<file path="src/rtl/mem_arb_pkg.sv">
// Shared constants for the instruction/data SRAM arbiter.
// Port indices select bits of the req/gnt vectors.
package mem_arb_pkg;
    localparam logic PORT_INSTR = 1'b0;
    localparam logic PORT_DATA  = 1'b1;
    localparam int   DEF_ADDR_W = 13;
endpackage

</file>
<file path="src/rtl/rr_arb2.sv">
// Two-input round-robin arbiter. Combinational grant from req and the
// last-served register, so a lone requester is granted the same cycle.
module rr_arb2
    import mem_arb_pkg::*;
(
    input  logic       clk,
    input  logic       rst,
    input  logic [1:0] req,
    output logic [1:0] gnt
);

    // 0: instr served most recently, 1: data served most recently
    logic r_last;

    always_comb begin
        gnt = 2'b00;
        if (!rst) begin
            if (req[PORT_INSTR] && req[PORT_DATA]) begin
                gnt[PORT_INSTR] = r_last;
                gnt[PORT_DATA]  = ~r_last;
            end else begin
                gnt = req;
            end
        end
    end

    // Reset to "data was last" so boot fetch wins the first contention.
    always_ff @(posedge clk) begin
        if (rst)
            r_last <= 1'b1;
        else if (|gnt)
            r_last <= gnt[PORT_DATA];
    end

endmodule

</file>
<file path="src/rtl/mem_arbiter.sv">
// Shares one single-port SRAM between the core's fetch and load/store ports.
// One access per cycle; each response returns one cycle after its grant.
module mem_arbiter
    import mem_arb_pkg::*;
#(
    parameter int ADDR_W = DEF_ADDR_W
) (
    input  logic              clk,
    input  logic              rst,

    input  logic              instr_req,
    input  logic [31:0]       instr_addr,
    output logic              instr_gnt,
    output logic              instr_rvalid,
    output logic [31:0]       instr_rdata,

    input  logic              data_req,
    input  logic              data_we,
    input  logic [3:0]        data_be,
    input  logic [31:0]       data_addr,
    input  logic [31:0]       data_wdata,
    output logic              data_gnt,
    output logic              data_rvalid,
    output logic [31:0]       data_rdata,

    output logic              mem_en,
    output logic [3:0]        mem_we,
    output logic [ADDR_W-1:0] mem_addr,
    output logic [31:0]       mem_wdata,
    input  logic [31:0]       mem_rdata
);

    logic [1:0] w_req;
    logic [1:0] w_gnt;
    logic       r_instr_rvalid;
    logic       r_data_rvalid;
    logic       w_unused_addr_bits;

    assign w_req[PORT_INSTR] = instr_req;
    assign w_req[PORT_DATA]  = data_req;

    rr_arb2 u_arb (
        .clk (clk),
        .rst (rst),
        .req (w_req),
        .gnt (w_gnt)
    );

    assign instr_gnt = w_gnt[PORT_INSTR];
    assign data_gnt  = w_gnt[PORT_DATA];

    assign mem_en    = |w_gnt;
    assign mem_addr  = w_gnt[PORT_DATA] ? data_addr[ADDR_W+1:2] : instr_addr[ADDR_W+1:2];
    assign mem_we    = w_gnt[PORT_DATA] ? (data_be & {4{data_we}}) : 4'b0000;
    assign mem_wdata = data_wdata;

    // Both ports see SRAM data; rvalid says whose it is.
    assign instr_rdata = mem_rdata;
    assign data_rdata  = mem_rdata;

    always_ff @(posedge clk) begin
        if (rst) begin
            r_instr_rvalid <= 1'b0;
            r_data_rvalid  <= 1'b0;
        end else begin
            r_instr_rvalid <= w_gnt[PORT_INSTR];
            r_data_rvalid  <= w_gnt[PORT_DATA];
        end
    end

    assign instr_rvalid = r_instr_rvalid;
    assign data_rvalid  = r_data_rvalid;

    // Decode and alignment belong to the bus and core; these bits are dropped.
    assign w_unused_addr_bits = ^{instr_addr[31:ADDR_W+2], instr_addr[1:0],
                                  data_addr[31:ADDR_W+2], data_addr[1:0]};

endmodule

</file>
<file path="config.mk">
export PLATFORM = sky130hd
export DESIGN_NAME = mem_arbiter
export DESIGN_NICKNAME = d
export VERILOG_FILES = /design/src/rtl/mem_arb_pkg.sv /design/src/rtl/rr_arb2.sv /design/src/rtl/mem_arbiter.sv
export SDC_FILE = /design/constraint.sdc
export NUM_CORES = 1
export LEC_CHECK = 0
export ABC_CLOCK_PERIOD_IN_PS = 3350
export BUFFER_PORTS_ARGS = -buffer_cell sky130_fd_sc_hd__buf_2
export CORE_AREA = 10 10 91 93
export CTS_CLUSTER_SIZE = 10
export DETAILED_ROUTE_END_ITERATION = 12
export DIE_AREA = 0 0 101 103
export GPL_ROUTABILITY_DRIVEN = 1
export GPL_TIMING_DRIVEN = 0
export PLACE_DENSITY = 0.68
export SYNTH_ARGS = -nofsm -noshare
export SYNTH_HDL_FRONTEND = slang
export SYNTH_SLANG_ARGS = --single-unit
</file>
<file path="constraint.sdc">
create_clock -name clk -period 3.35 [get_ports clk]
set_input_delay 0.67 -clock clk [delete_from_list [all_inputs] [get_ports clk]]
set_output_delay 0.67 -clock clk [all_outputs]
set_load 0.01 [all_outputs]
</file>
==> run metrics <==
GRT Overall Usage=7.77%; hold_buf cts=0; initial antenna violation count=0; final-report setup violation count=0; fmax=0.435 GHz; status=complete, no violations; Row Count=30; Root Buffer=clkbuf_8; CP required=2.68 ns; port bufs=152; worst flop-to-flop path endpoint=data_rvalid$_SDFF_PP0_; Power Total=398 uW; Cell Pwr Density=201 nW/um^2; diode count=0; CP arrival=1.63 ns; Worst-Skew Late Latency=0.22 ns; synthesized cell area=1070 sq um; synth cell count leaders=buf_4 (96), mux2_4 (9), and3_1 (4), mux2_2 (4), dfxtp_1 (3); hold path cells=2; Post-DRT Antenna Nets=0; Leak=1.29 nW; layout cell share with drive strength beyond 1=94.0%; CTS max path bufs=2; worst-case headroom to the max-slew limit=89.7%; Multi-input gate area=272 sq um; flops & latches, synth=3; fin crit share=68.7%; gpl congestion=0.726; min-delay src=u_arb.r_last$_SDFFE_PP1P_; post-DR wirelength/cell=14.0 microns; most frequent cell after synthesis=buf_4; r2r worst-path depth=4; total grt overflow=0; area share of the largest cell type after synthesis=67.3%; largest net degree at the start of global routing=11; nets=422; routed wire length=5110 microns; Die ar.=10,400 sq um; drt first pass iters=2; worst-path fanout max=10; crit path launch type=input pin; # IOs=255; syn nets=265; Yosys warning count=0; vias after detailed routing=1,267; max cap viols=0; core area=6570 sq um; first-pass GRT wire length=6580 microns; initial core utilization=16.3%; Die H=103 microns; Mapped Cells=128; commonest register cell after synthesis=dfxtp_1; Setup CP Type=input pin to output pin; register area=60.1 sq um; H-tree level count=1; max-slew violations=0; register area share after synthesis=5.61%; Die W=101 microns; DPL Wire Length=4910 microns; Avg Synthesized Cell Area=8.37 sq um; Layout Area Growth over Synthesis=84.6%; Residual DRC=0; Inserted Clock Buffers=3; DR vias/cell=3.48; EDFF count, synth=0; HP Class=flip-flop to flip-flop; min Tclk post-route=2.30 ns; leading area contributor after synthesis=buf_4; Synth cell types=14; Crit. End Element=output pin; initial DRC count=3; clk slew on worst S/H paths=0.03 ns; top post-synthesis cells by area=buf_4 (67%), mux2_4 (13%), dfxtp_1 (5.6%), mux2_2 (4.2%), and3_1 (2.3%); final setup TNS=0 ns; CTS Sinks=3; TritonCTS clock tree=built; post-CTS sizing=0; Filler Cell Count=692; asr flop ratio synth=0%; R2R Setup Slk=2.41 ns; RSZ-0062 raised after global routing=false; r2r startpoint=u_arb.r_last$_SDFFE_PP1P_; Max Clock Skew=0.00409 ns; number of global-route vias before repair=1,322; Final Hold Viols=0; hold endpoint=u_arb.r_last$_SDFFE_PP1P_; Max VDD drop=0.102 mV; Setup Fix Bufs, Post-CTS=0; Slew @ Worst Pin=0.154 ns
==> worst max-delay path by stage <==
stage               startpoint      endpoint  slack, ns  depth (start not counted)
floorplan            instr_req  mem_addr[10]       1.35                          4
global placement     instr_req   mem_addr[3]       1.05                          6
detailed placement   instr_req   mem_addr[3]       1.04                          6
CTS                  instr_req   mem_addr[3]       1.04                          6
global route         instr_req   mem_addr[7]        1.0                          6
finish               instr_req   mem_addr[6]       1.05                          6
==> per-layer routing <==
layer	track usage [%]	up-vias	wire length, microns
met1	6.57	513	1470
met5	0	-	0
li1	-	617	-
met3	6.77	2	1180
met4	1.93	0	27
met2	13.5	135	2430
==> placed cells by master (no fill, tap or decap), types with 2 or more instances in the layout <==
cell type and instances:
buf_2 152, inv_1 2, clkbuf_8 3, and3_1 4, mux2_2 4, nor2_1 2
mux2_4 9, buf_4 96, nor3b_1 2, dfxtp_1 3
==> report_power, final <==
group | total [mW] | internal [mW] | switching (mW)
clock | 0.104 | 0.0811 | 0.0229
sequential | 0.0395 | 0.0382 | 0.00122
combinational | 0.254 | 0.155 | 0.0998
total | 0.398 | 0.274 | 0.124
==> cell type report <==
| cell class | instances | share of cell area, % |
|---|---|---|
| clock buffer | 4 | 2.28 |
| sequential | 3 | 3.04 |
| multi-input combinational | 26 | 13.7 |
| buffer | 97 | 37.0 |
| tap | 80 | 5.06 |
| timing repair buffer | 152 | 38.5 |
| inverter | 2 | 0.380 |
==> cells by family after synthesis <==
logic type | after synthesis | synth area share (%)
and+or+nand+nor | 12 | 8.06
buffers and inverters | 99 | 69.0
DFF | 3 | 5.61
AOI/OAI and AO/OA | 1 | 0.467
muxes | 13 | 16.8
==> worst max-delay path: stages <==
cell	delay, ns
buf_2	0.12
nand2_2	0.09
nand3b_4	0.13
buf_6	0.18
mux2_4	0.29
buf_2	0.14
==> metrics by stage <==
stage	util, %	cells	area (sq um)	hold WS, ns	setup slack, ns
after global routing	30.1	364	1980	0.651	1.00
final	30.1	364	1980	0.562	1.05
after CTS	30.1	364	1980	0.561	1.04
after floorplan	-	128	1070	0.502	1.35
after global placement	29.4	360	1930	0.527	1.05
after detailed placement	29.4	360	1930	0.557	1.04
==> sequential cells by signal, indices dropped and copies added, names as in the netlist <==
signal / cells
u_arb.r_last: 1
data_rvalid: 1
instr_rvalid: 1
(Power assumes the default switching activity.)
